## config.mk

```make
export PLATFORM = sky130hd
export DESIGN_NAME = divrem_arbiter_flat
export DESIGN_NICKNAME = d
export VERILOG_FILES = /design/src/rtl/divrem_arbiter_pkg.sv /design/src/rtl/divrem_arbiter_if.sv /design/src/rtl/divrem_arbiter_divrem.sv /design/src/rtl/divrem_arbiter.sv /design/src/flat_wrapper.sv
export SDC_FILE = /design/constraint.sdc
export NUM_CORES = 1
export LEC_CHECK = 0
export CAP_MARGIN = 20
export CORE_ASPECT_RATIO = 1.5
export CORE_MARGIN = 2
export CORE_UTILIZATION = 40
export DETAILED_ROUTE_END_ITERATION = 10
export PLACE_DENSITY = 0.65
export SKIP_CTS_REPAIR_TIMING = 1
export SYNTH_ARGS = -nofsm -noshare
export SYNTH_HDL_FRONTEND = slang
export SYNTH_SLANG_ARGS = --single-unit
```

## constraint.sdc

```tcl
create_clock -name clk -period 2.4 [get_ports clk]
set_input_delay 0.36 -clock clk [delete_from_list [all_inputs] [get_ports clk]]
set_output_delay 0.36 -clock clk [all_outputs]
set_load 0.01 [all_outputs]
```

## src/rtl/divrem_arbiter_pkg.sv

```systemverilog
// Shared definitions for controllers that multiplex clients onto one divrem unit.
// Arbiter state encodings and operand-width derivation.
package divrem_arbiter_pkg;

    typedef enum logic [1:0] {
        ARB_IDLE    = 2'd0,
        ARB_DLY     = 2'd1,
        ARB_WAIT    = 2'd2,
        ARB_RELEASE = 2'd3
    } arb_state_t;

    localparam int DEF_WIDTH_LOG = 4;
    localparam int DEF_NREQ      = 2;

    function automatic int width_of(input int width_log);
        return 1 << width_log;
    endfunction

endpackage

```

## src/rtl/divrem_arbiter_if.sv

```systemverilog
// Requester-side bus of the divrem arbiter: level requests, flattened operands, shared result.
// Slice i of num/den belongs to requester i; rem/error are valid while any done bit is high.
interface divrem_arbiter_if
    import divrem_arbiter_pkg::*;
#(
    parameter int WIDTH_LOG = DEF_WIDTH_LOG,
    parameter int NREQ      = DEF_NREQ
);
    localparam int WIDTH = width_of(WIDTH_LOG);

    logic [NREQ-1:0]       req;
    logic [NREQ*WIDTH-1:0] num;
    logic [NREQ*WIDTH-1:0] den;
    logic [NREQ-1:0]       gnt;
    logic [NREQ-1:0]       done;
    logic [WIDTH-1:0]      rem;
    logic                  error;
    logic                  busy;

    modport master (
        output req, num, den,
        input  gnt, done, rem, error, busy
    );

    modport slave (
        input  req, num, den,
        output gnt, done, rem, error, busy
    );

endinterface

```

## src/rtl/divrem_arbiter_divrem.sv

```systemverilog
// Restoring divider returning num % den; flags error immediately when den == 0.
// Latency: ready drops the cycle after go and returns WIDTH cycles later.
// Backpressure: go is ignored while ready is low; the caller waits on ready/error.
module divrem_arbiter_divrem
    import divrem_arbiter_pkg::*;
#(
    parameter int WIDTH_LOG = DEF_WIDTH_LOG
)(
    input  logic                          clk,
    input  logic                          rst,
    input  logic                          go,
    input  logic [width_of(WIDTH_LOG)-1:0] num,
    input  logic [width_of(WIDTH_LOG)-1:0] den,
    output logic                          ready,
    output logic                          error,
    output logic [width_of(WIDTH_LOG)-1:0] rem
);
    localparam int WIDTH = width_of(WIDTH_LOG);
    localparam int CW    = WIDTH_LOG + 1;

    logic [WIDTH-1:0] r_q;
    logic [WIDTH-1:0] q_q;
    logic [WIDTH-1:0] d_q;
    logic [CW-1:0]    cnt_q;
    logic [WIDTH:0]   r_sh;
    logic [WIDTH:0]   diff;

    // One restoring step: shift the next dividend bit in and subtract if it fits.
    assign r_sh = {r_q, q_q[WIDTH-1]};
    assign diff = r_sh - {1'b0, d_q};

    always_ff @(posedge clk) begin
        if (rst) begin
            ready <= 1'b1;
            error <= 1'b0;
            r_q   <= '0;
            q_q   <= '0;
            d_q   <= '0;
            cnt_q <= '0;
        end else if (ready && go) begin
            d_q   <= den;
            q_q   <= num;
            r_q   <= '0;
            cnt_q <= CW'(WIDTH);
            error <= (den == '0);
            ready <= (den == '0);
        end else if (!ready) begin
            r_q   <= diff[WIDTH] ? r_sh[WIDTH-1:0] : diff[WIDTH-1:0];
            q_q   <= {q_q[WIDTH-2:0], ~diff[WIDTH]};
            cnt_q <= cnt_q - CW'(1);
            if (cnt_q == CW'(1)) begin
                ready <= 1'b1;
            end
        end
    end

    assign rem = r_q;

endmodule

```

## src/rtl/divrem_arbiter.sv

```systemverilog
// Round-robin arbiter sharing one divrem unit among NREQ requesters.
// Latency: gnt 1 cycle after IDLE sees req; done WIDTH+2 cycles after gnt.
// Backpressure: requests wait as level req; one operation in flight, one IDLE cycle between.
module divrem_arbiter
    import divrem_arbiter_pkg::*;
#(
    parameter int WIDTH_LOG = DEF_WIDTH_LOG,
    parameter int NREQ      = DEF_NREQ
)(
    input  logic             clk,
    input  logic             rst,
    divrem_arbiter_if.slave  bus
);
    localparam int WIDTH = width_of(WIDTH_LOG);
    localparam int IDXW  = (NREQ > 1) ? $clog2(NREQ) : 1;

    arb_state_t       state, state_n;
    logic [NREQ-1:0]  gnt_q, gnt_n;
    logic [NREQ-1:0]  done_q, done_n;
    logic [WIDTH-1:0] rem_q, rem_n;
    logic             err_q, err_n;
    logic             busy_q, busy_n;
    logic             go_q, go_n;
    logic [IDXW-1:0]  ptr_q, ptr_n;
    logic [IDXW-1:0]  idx_q, idx_n;
    logic [IDXW-1:0]  pick;
    logic [WIDTH-1:0] num_r, num_n;
    logic [WIDTH-1:0] den_r, den_n;
    logic             div_ready;
    logic             div_error;
    logic [WIDTH-1:0] div_rem;

    // First requester at or after ptr, wrapping modulo NREQ.
    function automatic logic [IDXW-1:0] rr_pick(input logic [NREQ-1:0] r,
                                                input logic [IDXW-1:0] p);
        logic [IDXW-1:0] sel;
        logic            found;
        sel   = '0;
        found = 1'b0;
        for (int off = 0; off < NREQ; off++) begin
            int j;
            j = (int'(p) + off) % NREQ;
            if (!found && r[IDXW'(j)]) begin
                sel   = IDXW'(j);
                found = 1'b1;
            end
        end
        return sel;
    endfunction

    assign pick = rr_pick(bus.req, ptr_q);

    always_comb begin
        state_n = state;
        gnt_n   = gnt_q;
        done_n  = '0;
        rem_n   = rem_q;
        err_n   = err_q;
        busy_n  = busy_q;
        go_n    = 1'b0;
        ptr_n   = ptr_q;
        idx_n   = idx_q;
        num_n   = num_r;
        den_n   = den_r;
        case (state)
            ARB_IDLE: begin
                gnt_n  = '0;
                busy_n = 1'b0;
                if (|bus.req) begin
                    idx_n   = pick;
                    num_n   = bus.num[int'(pick)*WIDTH +: WIDTH];
                    den_n   = bus.den[int'(pick)*WIDTH +: WIDTH];
                    gnt_n   = NREQ'(1) << pick;
                    go_n    = 1'b1;
                    busy_n  = 1'b1;
                    state_n = ARB_DLY;
                end
            end
            ARB_DLY: begin
                state_n = ARB_WAIT;
            end
            ARB_WAIT: begin
                if (div_ready || div_error) begin
                    rem_n   = div_error ? 'x : div_rem;
                    err_n   = div_error;
                    done_n  = gnt_q;
                    ptr_n   = (idx_q == IDXW'(NREQ-1)) ? '0 : idx_q + 1'b1;
                    state_n = ARB_RELEASE;
                end
            end
            ARB_RELEASE: begin
                gnt_n   = '0;
                busy_n  = 1'b0;
                state_n = ARB_IDLE;
            end
            default: begin
                state_n = arb_state_t'('x);
                gnt_n   = 'x;
                done_n  = 'x;
                rem_n   = 'x;
                err_n   = 'x;
                busy_n  = 'x;
                go_n    = 'x;
                ptr_n   = 'x;
                idx_n   = 'x;
                num_n   = 'x;
                den_n   = 'x;
            end
        endcase
    end

    always_ff @(posedge clk) begin
        if (rst) begin
            state  <= ARB_IDLE;
            gnt_q  <= '0;
            done_q <= '0;
            rem_q  <= '0;
            err_q  <= 1'b0;
            busy_q <= 1'b0;
            go_q   <= 1'b0;
            ptr_q  <= '0;
            idx_q  <= '0;
            num_r  <= 'x;
            den_r  <= 'x;
        end else begin
            state  <= state_n;
            gnt_q  <= gnt_n;
            done_q <= done_n;
            rem_q  <= rem_n;
            err_q  <= err_n;
            busy_q <= busy_n;
            go_q   <= go_n;
            ptr_q  <= ptr_n;
            idx_q  <= idx_n;
            num_r  <= num_n;
            den_r  <= den_n;
        end
    end

    divrem_arbiter_divrem #(
        .WIDTH_LOG (WIDTH_LOG)
    ) d_m (
        .clk   (clk),
        .rst   (rst),
        .go    (go_q),
        .num   (num_r),
        .den   (den_r),
        .ready (div_ready),
        .error (div_error),
        .rem   (div_rem)
    );

    assign bus.gnt   = gnt_q;
    assign bus.done  = done_q;
    assign bus.rem   = rem_q;
    assign bus.error = err_q;
    assign bus.busy  = busy_q;

endmodule

```

## src/flat_wrapper.sv

```systemverilog
// flat-port wrapper written by rule: the top's interface ports become plain ports
module divrem_arbiter_flat import divrem_arbiter_pkg::*;
#(
    parameter int WIDTH_LOG = DEF_WIDTH_LOG,
    parameter int NREQ      = DEF_NREQ
)
  (clk, rst, bus_req, bus_num, bus_den, bus_gnt, bus_done, bus_rem, bus_error, bus_busy);
  divrem_arbiter_if #(.WIDTH_LOG(WIDTH_LOG), .NREQ(NREQ)) bus_i ();
  input  logic clk;
  input  logic rst;
  input wire logic [$bits(bus_i.req)-1:0] bus_req;
  input wire logic [$bits(bus_i.num)-1:0] bus_num;
  input wire logic [$bits(bus_i.den)-1:0] bus_den;
  output wire logic [$bits(bus_i.gnt)-1:0] bus_gnt;
  output wire logic [$bits(bus_i.done)-1:0] bus_done;
  output wire logic [$bits(bus_i.rem)-1:0] bus_rem;
  output wire logic [$bits(bus_i.error)-1:0] bus_error;
  output wire logic [$bits(bus_i.busy)-1:0] bus_busy;
  assign bus_i.req = bus_req;
  assign bus_i.num = bus_num;
  assign bus_i.den = bus_den;
  assign bus_gnt = bus_i.gnt;
  assign bus_done = bus_i.done;
  assign bus_rem = bus_i.rem;
  assign bus_error = bus_i.error;
  assign bus_busy = bus_i.busy;
  divrem_arbiter #(.WIDTH_LOG(WIDTH_LOG), .NREQ(NREQ)) u_core (.clk(clk), .rst(rst), .bus(bus_i));
endmodule
```

==> results.cfg <==
[die]
coreArea_um2 = 13500
die_h_um = 148
ios = 90
rows = 52
die_w_um = 99.9
die_area_um2 = 14800
start_util = 0.410

[timing]
maxSlewViolCount = 0
setup_violations = 0
relSlewSlack = 0.517
period_share = 0.992
hold_ws_ps = 365
fmax_mhz = 420
tns_ps = 0
hold_violations = 0
period_minus_slack_ps = 2380
tightest_slew_ps = 721
clock_skew_ps = 12.7
rsz0062_at_grt = true

[final_layout]
area_delta_synth_final_pct = 38.6
layout-drive-gt1-share = 0.205
stdcell_count = 888
n_antenna_cell = 0
fin_util = 0.568
seq_area_um2 = 2610
nets = 804
fillCellCount = 1197
multi_input_area_um2 = 2810

[grt]
grtUsageTotal = 0.182
grtUsageMet1 = 0.195
busiest_layer = met2
met3_usage = 0.0440
grt_pass1_vias = 4599
use_met2 = 0.326
grt_max_degree = 33
overflow = 0
grt_pass1_wl_um = 21300
antenna_found_initial = 0

[route]
drtIter0Drc = 175
via_per_inst = 5.19
first_pass_iters = 4
wirelength_um = 13100
postRouteAntennaNets = 0
num_vias = 4608
wl_per_cell_um = 14.8
drc_errors = 0

[placed_design]
place.gp.congestion = 0.828
dp.cells = 854
port_buffers = 89
dp_hpwl_um = 9690

[critical_path]
worstPathCellList = inv_1 -> ha_1 -> nor2b_1 -> o2111ai_2 -> nand4b_1 -> a221oi_2 -> buf_4 -> o221ai_2 -> xor2_1 -> a32o_1
max_stage_delay_ps = 320
cp_top_family = compound AO/OA/AOI/OAI gates
reg2reg_from = u_core.d_m.d_q[1]
startpoint = u_core.d_m.d_q[1]
critical_path_class = reg -> reg
crit_arrival_ps = 2670
startpoint_type = register
reg2reg_depth = 10
reg2reg_to = u_core.d_m.rem[13]
crit_path_max_fanout = 2
r2r_slack_ps = 20
worstPathRequired_ps = 2690
cpMaxStageDelayCell = dfxtp_1
crit_path_end_kind = register
worst-path-buf-inv = 2

[outcome]
status = complete, no violations

[synthesis]
ys_seq_elements = 114
synthSimpleGateAreaFrac = 0.136
synth_top_family_by_area = compound AO/OA/AOI/OAI gates
syn-mean-instance-area_um2 = 9.53
yosys.area_share.adder = 0.0513
synth_ff_type = dfxtp_1
syn_area_um2 = 5520
synth_xor_area_frac = 0.0320
syn-instance-count = 579
ys_seq_area_frac = 0.472
syn-num-nets = 669
synth_compound_area_frac = 0.147
synth-edff-count = 32
netlist-cell-type-count = 54
synth_warnings = 0
ys_async_sr_fraction = 0
synth.area.mux_share = 0.118

[cts]
htreeDepth = 4
cts-root-buf = clkbuf_16
insertion_delay_ps = 410
cts_tree = yes
cts_buffers = 17
cts.sinks = 114
cts_buffer_depth = 2
cts.reportedPaths.clkPinSlew_ps = 60

[power]
pwr_density_cell_nw_per_um2 = 1460
irDropWorstVdd_mv = 0.752
p_leak_nw = 2.95
power_w = 0.0112

[worst_hold_path]
worst_hold_path_type = in -> reg
min_to = u_core.state[1]
hold_path_depth = 2
min_from = rst

[run]
maxCapViolCount = 0
==> cell usage after synthesis, drive strengths merged (2+ instances only) <==
cell type   n  area [um^2]
ha         21          263
mux2       34          383
a211oi     19          148
edfxtp     32          961
a21oi      65          333
nor2b       4         25.0
nor3b       2         15.0
nor2       42          158
nor4        8         50.1
clkbuf     17         63.8
dfxtp      82         1640
nand2      92          345
a22oi       2         15.0
xnor2      12          124
buf        15         83.8
nand2b      4         25.0
o21bai      3         33.8
and3        6         37.5
nor3        6         30.0
o21ai      24          120
o21a        2         15.0
a21o        2         15.0
nand3       4         20.0
mux2i      27          270
a32oi       2         17.5
inv        25         93.8
nand4       4         25.0
xor2        6         52.6
==> registers in the layout (all words and copies together) (netlist names) <==
| register | flops |
|---|---|
| u_core.bus.rem | 16 |
| u_core.d_m.d_q | 16 |
| u_core.d_m.q_q | 16 |
| u_core.d_m.rem | 16 |
| u_core.den_r | 16 |
| u_core.num_r | 16 |
| u_core.d_m.cnt_q | 5 |
| u_core.bus.done | 2 |
| u_core.bus.gnt | 2 |
| u_core.state | 2 |
| u_core.bus.busy | 1 |
| u_core.bus.error | 1 |
| u_core.d_m.error | 1 |
| u_core.d_m.ready | 1 |
| u_core.go_q | 1 |
| u_core.idx_q | 1 |
| u_core.ptr_q | 1 |
==> power by group <==
part           switching, W  total, W  leakage, nW  internal [W]
clock network      0.000856   0.00231        0.274       0.00145
registers          0.000318   0.00280        0.994       0.00248
logic               0.00288   0.00607         1.68       0.00320
==> how the worst max path moves through the flow <==
stage,slack (ps),cells after the start,end
2_1_floorplan,2,11,u_core.d_m.rem[10]
3_3_place_gp,-30,11,u_core.d_m.rem[14]
3_5_place_dp,-130,11,u_core.d_m.rem[6]
4_1_cts,-180,11,u_core.d_m.rem[6]
5_1_grt,-80,12,u_core.d_m.rem[4]
6_report,20,10,u_core.d_m.rem[13]
==> cell usage in the layout, fill, tap and decap left out, types with 3 or more instances in the layout <==
master,synthesis,final
buf_4,0,53
clkbuf_8,0,3
buf_6,2,3
xor2_1,6,6
nand2b_1,4,3
clkinv_2,0,4
a211oi_1,18,18
nor2_1,42,42
clkinv_4,0,3
edfxtp_1,32,32
ha_4,0,5
nand2_1,92,91
dfxtp_1,82,80
and3_1,6,6
clkdlybuf4s50_1,0,88
nand4_1,4,4
clkbuf_16,0,18
xnor2_1,11,11
o21ai_0,21,21
nand3_1,4,4
ha_1,21,16
nor2b_1,4,4
a21oi_1,63,62
mux2i_1,27,26
nor4_1,8,8
mux2_2,33,33
inv_1,25,24
nor3_1,6,4
buf_12,0,3
==> per-stage QoR <==
step / setup slack [ps] / instance area [um^2]
6_report: 19.7 / 7640
5_1_grt: -81.3 / 7640
4_1_cts: -177 / 7460
3_5_place_dp: -130 / 6910
3_3_place_gp: -28.4 / 6910
2_1_floorplan: 2.41 / 5520
==> kinds of logic (layout without fill, tap and decap cells) <==
logic type	after synthesis	in the layout
buffers and inverters	57	204
and+or+nand+nor	175	175
DFF	114	114
muxes	61	61
xor gates and xnor gates	18	18
adders and majority gates	22	22
AOI/OAI and AO/OA	132	132
==> routing by layer <==
metal	vias to the layer above	share of wire
li1	2316	-
met2	105	0.54
met1	2158	0.40
met3	29	0.035
met5	-	0
met4	0	0.031
==> worst register-to-register path, delay by kind of cell, from the launching register on <==
family | cells | cell delay, ps
flops | 1 | 320
xor+xnor | 1 | 200
simple gates | 2 | 340
compound gates | 4 | 920
buf+inv | 2 | 220
fa+ha+maj | 1 | 270
==> final cells by class <==
| type | count | area share |
|---|---|---|
| inverter | 25 | 0.0123 |
| tap | 162 | 0.0265 |
| timing repair buffer | 148 | 0.180 |
| multi-input combinational | 408 | 0.368 |
| clock buffer | 23 | 0.0653 |
| clock inverter | 8 | 0.00704 |
| sequential | 114 | 0.341 |
(Power assumes the default switching activity.)
